`src/rtl/knn_vote.sv`:
```
// Majority-vote stage of the KNN classifier: tallies the K nearest labels,
// then scans the tallies and reports the winning class and its vote count.
module knn_vote #(
   parameter  int N      = 100,
   parameter  int K      = 5,
   parameter  int TYPE_W = 3,
   localparam int CNT_W  = $clog2(K + 1),
   localparam int IDX_W  = (K > 1) ? $clog2(K) : 1,
   localparam int NT     = 2 ** TYPE_W
) (
   input  logic                clk,
   input  logic                rst,
   input  logic                valid_sort,
   input  logic [N*TYPE_W-1:0] type_array_sorted,
   output logic                busy,
   output logic [TYPE_W-1:0]   class_out,
   output logic [CNT_W-1:0]    vote_count,
   output logic                valid_class
);

   typedef enum logic [1:0] {
      IDLE,
      COUNT,
      SELECT,
      DONE
   } state_t;

   state_t              state;
   logic [K*TYPE_W-1:0] labels;
   logic [IDX_W-1:0]    rank;
   logic [TYPE_W-1:0]   scan;
   logic [CNT_W-1:0]    cnt   [NT];
   logic [IDX_W-1:0]    first [NT];
   logic [TYPE_W-1:0]   best_t;
   logic [CNT_W-1:0]    best_cnt;
   logic [IDX_W-1:0]    best_first;

   logic [TYPE_W-1:0]   cur;
   logic [CNT_W-1:0]    cur_cnt;
   logic [CNT_W-1:0]    scan_cnt;
   logic [IDX_W-1:0]    scan_first;
   logic                take;

   // Ranks at K and beyond never vote.
   generate
      if (N > K) begin : g_unused
         wire unused_ranks = ^type_array_sorted[N*TYPE_W-1:K*TYPE_W];
      end
   endgenerate

   assign busy = (state != IDLE);

   // Label under the rank counter and tally under the scan counter.
   always_comb begin
      cur        = labels[rank*TYPE_W +: TYPE_W];
      cur_cnt    = cnt[cur];
      scan_cnt   = cnt[scan];
      scan_first = first[scan];
      take       = 1'b0;
      if (scan_cnt > best_cnt)
         take = 1'b1;
      else if (scan_cnt == best_cnt && best_cnt != '0
               && scan_first < best_first)
         take = 1'b1;
   end

   // Job sequencer: capture, tally one rank per cycle, scan, report.
   always_ff @(posedge clk) begin
      if (rst) begin
         state       <= IDLE;
         class_out   <= '0;
         vote_count  <= '0;
         valid_class <= 1'b0;
         labels      <= '0;
         rank        <= '0;
         scan        <= '0;
         best_t      <= '0;
         best_cnt    <= '0;
         best_first  <= '0;
         for (int i = 0; i < NT; i++) begin
            cnt[i]   <= '0;
            first[i] <= '0;
         end
      end else begin
         valid_class <= 1'b0;
         unique case (state)
            IDLE: begin
               if (valid_sort) begin
                  labels     <= type_array_sorted[K*TYPE_W-1:0];
                  rank       <= '0;
                  scan       <= '0;
                  best_t     <= '0;
                  best_cnt   <= '0;
                  best_first <= '0;
                  for (int i = 0; i < NT; i++) begin
                     cnt[i]   <= '0;
                     first[i] <= '0;
                  end
                  state <= COUNT;
               end
            end
            COUNT: begin
               cnt[cur] <= cur_cnt + CNT_W'(1);
               if (cur_cnt == '0)
                  first[cur] <= rank;
               if (rank == IDX_W'(K - 1))
                  state <= SELECT;
               else
                  rank <= rank + IDX_W'(1);
            end
            SELECT: begin
               if (take) begin
                  best_t     <= scan;
                  best_cnt   <= scan_cnt;
                  best_first <= scan_first;
               end
               if (scan == TYPE_W'(NT - 1))
                  state <= DONE;
               else
                  scan <= scan + TYPE_W'(1);
            end
            DONE: begin
               class_out   <= best_t;
               vote_count  <= best_cnt;
               valid_class <= 1'b1;
               state       <= IDLE;
            end
            default: state <= IDLE;
         endcase
      end
   end

endmodule

```
`config.mk`:
```
export PLATFORM = sky130hd
export DESIGN_NAME = knn_vote
export DESIGN_NICKNAME = d
export VERILOG_FILES = /design/src/rtl/knn_vote.sv
export SDC_FILE = /design/constraint.sdc
export NUM_CORES = 1
export LEC_CHECK = 0
export BUFFER_PORTS_ARGS = -buffer_cell sky130_fd_sc_hd__buf_2
export CAP_MARGIN = 20
export CORE_AREA = 2 2 121 123
export DETAILED_ROUTE_END_ITERATION = 8
export DIE_AREA = 0 0 123 125
export PLACE_DENSITY = 0.65
export SETUP_SLACK_MARGIN = 0.1
export SLEW_MARGIN = 20
export SYNTH_ARGS = -nofsm -noshare
export SYNTH_HDL_FRONTEND = slang
export SYNTH_SLANG_ARGS = --single-unit
```
`constraint.sdc`:
```
create_clock -name clk -period 3.7 [get_ports clk]
set_input_delay 0.185 -clock clk [delete_from_list [all_inputs] [get_ports clk]]
set_output_delay 0.185 -clock clk [all_outputs]
set_load 0.05 [all_outputs]
```
# [Word level (Yosys, flattened, before mapping)]
# Memories as Yosys holds them, arrays and structs flattened. A register that Yosys moved wholly into a read port is not among the register bits.
# Cells that the tools add are included.
[classes] n_lt_le_gt_ge=2 mux=57 add_sub_neg=3 shifts=1 mul=1 bitwise=16 n_reduce_logical=15 eq_ne=12
[ops] operator="$mux W3" n=30
[ops] operator="$pmux W3 S2" n=5
[ops] operator="$mux W1" n=18
[ops] operator="$or A1 B1 Y1" n=16
[ops] operator="$shiftx A15 B6 Y3" n=1
[ops] operator="$ne A2 B2 Y1 const B" n=6
[ops] operator="$reduce_and A3 Y1" n=4
[ops] operator="$add A3 B1 Y3 const B" n=3
[ops] operator="$pmux W2 S4" n=1
[ops] operator="$eq A3 B3 Y1 const B" n=2
[ops] operator="$mux W2" n=3
[ops] operator="$reduce_bool A2 Y1" n=3
[ops] operator="$reduce_or A3 Y1" n=2
[ops] operator="$mul A3 B2 Y5 const B" n=1
[ops] operator="$eq A2 B2 Y1 const B" n=2
[ops] operator="$eq A3 B3 Y1" n=1
[ops] operator="$gt A3 B3 Y1" n=1
[ops] operator="$logic_not A3 Y1" n=1
[ops] operator="$lt A3 B3 Y1" n=1
[ops] operator="$reduce_bool A3 Y1" n=1
[ops] operator="$eq A2 B1 Y1 const B" n=1
[ops] operator="$logic_and A1 B1 Y1" n=2
[ops] operator="$logic_not A2 Y1" n=1
[ops] operator="$reduce_and A2 Y1" n=1
[totals] n_memories=2 ramBits=48 ff_bits=39
[mem_list] name="cnt" depth=8 word_bits=3 read_ports=2 rd_clocked_by_memory_dff=1 write_ports=8 line_no="32" rtl="logic [CNT_W-1:0] cnt [NT];"
[mem_list] name="first" depth=8 word_bits=3 read_ports=1 rd_clocked_by_memory_dff=1 write_ports=8 line_no="33" rtl="logic [IDX_W-1:0] first [NT];"

# [Logic depth before layout (Yosys ltp)]
# An unclocked memory read counts as a cell.
[logic_depth] depth_word=10 ltp_mapped=12

# [Worst setup path before layout]
# No wires, ideal clock.
[synth_timing] path_type="reg2reg" start="register rank[0]" end="memory first[2][0] in the netlist's numbering (enable)" slack_ns=0.733 path_stages_with_launch=11 t_arrival_ns=2.593 required_ns=3.326 setup_ns=0.374 synth_period_minus_slack_ns=2.967 path_cell_list="dfxtp_1 buf_2 nor4bb_1 a21oi_1 nand2_1 mux2_2 a221oi_2 o21a_1 ha_1 nand2_1 o41ai_1"
[synth_lines] element="from (decl)" line_no="30" rtl="logic [IDX_W-1:0] rank;"
[synth_lines] element="from (signal assigned)" line_no="109" rtl="rank <= rank + IDX_W'(1);"
[synth_lines] element="to (decl)" line_no="33"

==> run metrics <==
status=completed; met2 wire len=between 5 and 6 mm; final setup TNS=0 ns; WS Path Type=flop to flop; global router's overall resource usage=0.1435; Filler Cells Inserted=between 1000 and 1500; crit-path max FO=14; routed len/inst=16.00 um; setup bufs post-CTS=0; RSZ-0062 raised after global routing=no; Yosys warning count=0; post-synth top area cell=edfxtp_1; Req. time, crit path=around 3.8 ns; chip width=approximately 120 um; synthesis-to-finish area growth=15.40%; pin slew with the least headroom to its limit=0.8181 ns; detailed-route via count=3336; fin. max-slew vios=0; hold violation total from the final report=0; Fin Clk Skew=0.006573 ns; Leak=1.912 nW; Finished Core Util=0.3697; Worst Setup Start Kind=flop; flop-to-flop setup slack=about 0.37 ns; register area=roughly 0.0023 mm^2; Hold Startpoint=type_array_sorted[4]; period utilization=0.8989; DR WL met3=571 um; global placement routability congestion=0.8612; drt first pass iters=4; drt total wl=10.42 mm; htree depth=3; r2r endpoint=first[7][2]$_SDFFCE_PN0P_; Worst-path clk slew=roughly 0.060 ns; Slew headroom=0.4546; Die Ht=125 um; critical path's slowest cell=dfxtp_1; Detail Route Antenna Nets=0; Async SR Flop Fraction=0; Post-Syn Area per Cell=approximately 11 um^2; DRC errors left=0; Mapped Area=0.004551 mm^2; Syn Inst Count=approximately 430; Netlist cell types=52; HPWL Detailed=7.431 mm; M1 WL=4.579 mm; Worst EP arrival=about 3.4 ns; ranking of synthesized cells by area=edfxtp_1 (32%), dfxtp_1 (18%), mux4_2 (5.9%); Max Cap Viol=0; post-synth top area share=0.3167; vias in the first global route=approximately 3300; max frequency=300.7 MHz; number of placed I/O pins=311; Vias/cell=5.124; CTS root buf=clkbuf_16; Reg-to-Reg Start=rank[2]$_SDFFE_PP0P_; Min-Delay Path Class=input port to flop; clock latency on the worst-skew pair=between 0.3 and 0.4 ns; Crit path top cell by count=buf_4; Worst path max stage delay=0.44 ns; Pwr Total=3.341 mW; CTS tree=built; core box area=0.01420 mm^2; Setup Viol. Count Final=0; initial antenna violation count=1; Top Metal Used=met5; Worst Setup End Kind=flop; number of synthesized flops with an enable pin=48; Power Density=636.2 mW/mm^2; CP Cell Sequence=buf_4 > mux2_2 > a21oi_1 > nand2_1 > buf_4 > mux2i_1 > o221ai_2 > a21oi_1 > ha_1 > nand2_1 > o41ai_1 > buf_4; CTS buffer count=9; Seq/Total Area, Yosys=0.5015; Peak VDD IR=0.3193 mV; deepest clock path buffer count=2; DIE AREA=0.01538 mm^2; multi-input logic area=0.002100 mm^2; I/O Buffers=25; Layout Nets=781; first-pass GRT wire length=17.26 mm; grt ovf=0; number of synthesized register bits=90; hold path depth=3; Rows=44; initial DRC count=between 200 and 300; Hold Path End=labels[4]$_SDFFE_PP0P_; Synth Flop Type=edfxtp_1; post-synth net total=746; fraction of layout cells with a size suffix above 1=0.2077; Antenna Cells=0; Initial Util=0.3204; Worst R2R Path Depth=12; pin count of the biggest net entering global routing=46; clock sinks=90; min Tclk post-route=around 3.3 ns
[cell families after synthesis]
group / after synthesis / synth area share
compound gates: 66 / 0.1017
buf+inv: 37 / 0.03712
fa+ha+maj: 16 / 0.04399
simple gates: 171 / 0.1790
xor+xnor: 8 / 0.01540
mux: 39 / 0.1213
flops: 90 / 0.5015
[stage by stage]
stage | setup slack [ns] | cells | hold WS [ns] | area, um^2
5_1_grt | 0.1162 | 651 | 0.08177 | 5251
6_report | 0.3739 | 651 | 0.08304 | 5251
4_1_cts | 0.3802 | 651 | 0.07647 | 5250
2_1_floorplan | 0.7326 | 427 | 0.3210 | 4551
3_5_place_dp | 0.4419 | 635 | 0.4332 | 4966
3_3_place_gp | 0.4735 | 635 | 0.4294 | 4966
[report_power, final]
| part | total, mW | switching (mW) | leakage, nW | internal, mW |
|---|---|---|---|---|
| sequential | 1.34 | 0.110 | 0.862 | 1.23 |
| clock | 0.865 | 0.359 | 0.143 | 0.506 |
| combinational | 1.13 | 0.698 | 0.906 | 0.434 |
| total | 3.34 | 1.17 | 1.91 | 2.17 |
[cells in the final DEF (no fill, tap or decap), types with 4 or more instances in the layout]
| cell type | n |
|---|---|
| ha_1 | 16 |
| nand4_1 | 5 |
| inv_1 | 11 |
| nor3_1 | 7 |
| buf_4 | 25 |
| o21ai_0 | 5 |
| o41ai_1 | 5 |
| a21oi_1 | 29 |
| nand3_1 | 14 |
| dfxtp_1 | 41 |
| o221ai_1 | 4 |
| nor4_1 | 15 |
| edfxtp_1 | 48 |
| nand4b_1 | 4 |
| clkbuf_16 | 9 |
| xnor2_1 | 6 |
| mux2_2 | 9 |
| mux4_2 | 12 |
| mux2i_1 | 18 |
| nor2b_1 | 4 |
| o31ai_1 | 5 |
| nor2_1 | 50 |
| nand2_1 | 56 |
| buf_2 | 25 |
[layer usage]
| layer | global-route usage | up-vias |
|---|---|---|
| met5 | 0 | - |
| met2 | 0.2343 | 87 |
| met4 | 0.04880 | 2 |
| met1 | 0.1908 | 1597 |
| li1 | - | 1646 |
| met3 | 0.02600 | 4 |
[final cells by class]
class                           count  area share
Sequential cell                    90      0.4348
Inverter                           11    0.007863
Tap cell                          184     0.04384
Clock buffer                       13     0.05147
Clock inverter                      3    0.002621
Timing Repair Buffer               50     0.05957
Multi-Input combinational cell    300      0.3998
[worst max-delay path by stage]
stage | start | to | slack [ns]
2_1_floorplan | rank[0]$_SDFFE_PP0P_ | first[2][0]$_SDFFCE_PN0P_ | 0.73
3_3_place_gp | rank[0]$_SDFFE_PP0P_ | first[1][0]$_SDFFCE_PN0P_ | 0.47
3_5_place_dp | rank[2]$_SDFFE_PP0P_ | first[3][1]$_SDFFCE_PN0P_ | 0.44
4_1_cts | rank[2]$_SDFFE_PP0P_ | first[6][0]$_SDFFCE_PN0P_ | 0.38
5_1_grt | rank[2]$_SDFFE_PP0P_ | first[7][2]$_SDFFCE_PN0P_ | 0.12
6_report | rank[2]$_SDFFE_PP0P_ | first[7][2]$_SDFFCE_PN0P_ | 0.37
[sequential cells by signal, indices dropped and copies added, names as in the netlist, named ones only]
register,flops
best_t,3
valid_class,1
vote_count,3
best_first,3
scan,3
cnt,24
labels,15
class_out,3
best_cnt,3
state,2
first,24
rank,3
[what timing repair did]
action,CTS,global route
hold buffers,0,0
setup endpoints to repair,0,3
resized for setup,0,1
[cells in the mapped netlist, types with 2 or more instances]
master / count
nand2_1: 56
nor2_1: 50
edfxtp_1: 48
dfxtp_1: 42
a21oi_1: 29
mux2i_1: 18
ha_1: 16
nor4_1: 15
nand3_1: 14
clkbuf_1: 13
mux4_2: 12
inv_1: 11
buf_2: 9
mux2_2: 9
nor3_1: 7
xnor2_1: 6
nand4_1: 5
o21ai_0: 5
o31ai_1: 5
o41ai_1: 5
nand4b_1: 4
nor2b_1: 4
o221ai_1: 4
a21o_1: 3
nand2b_1: 3
a21oi_2: 2
and2_1: 2
and3_1: 2
buf_1: 2
nand3_2: 2
or3_1: 2
xor2_1: 2
[critical path: cells and delay by family, from the launching register on]
kind / cells / cell delay, ns
DFF: 1 / 0.44
adders and majority gates: 1 / 0.21
buffers and inverters: 3 / 0.61
and+or+nand+nor: 2 / 0.34
muxes: 2 / 0.55
AOI/OAI and AO/OA: 4 / 0.88
Note: power is estimated with default switching activity, not from simulation.
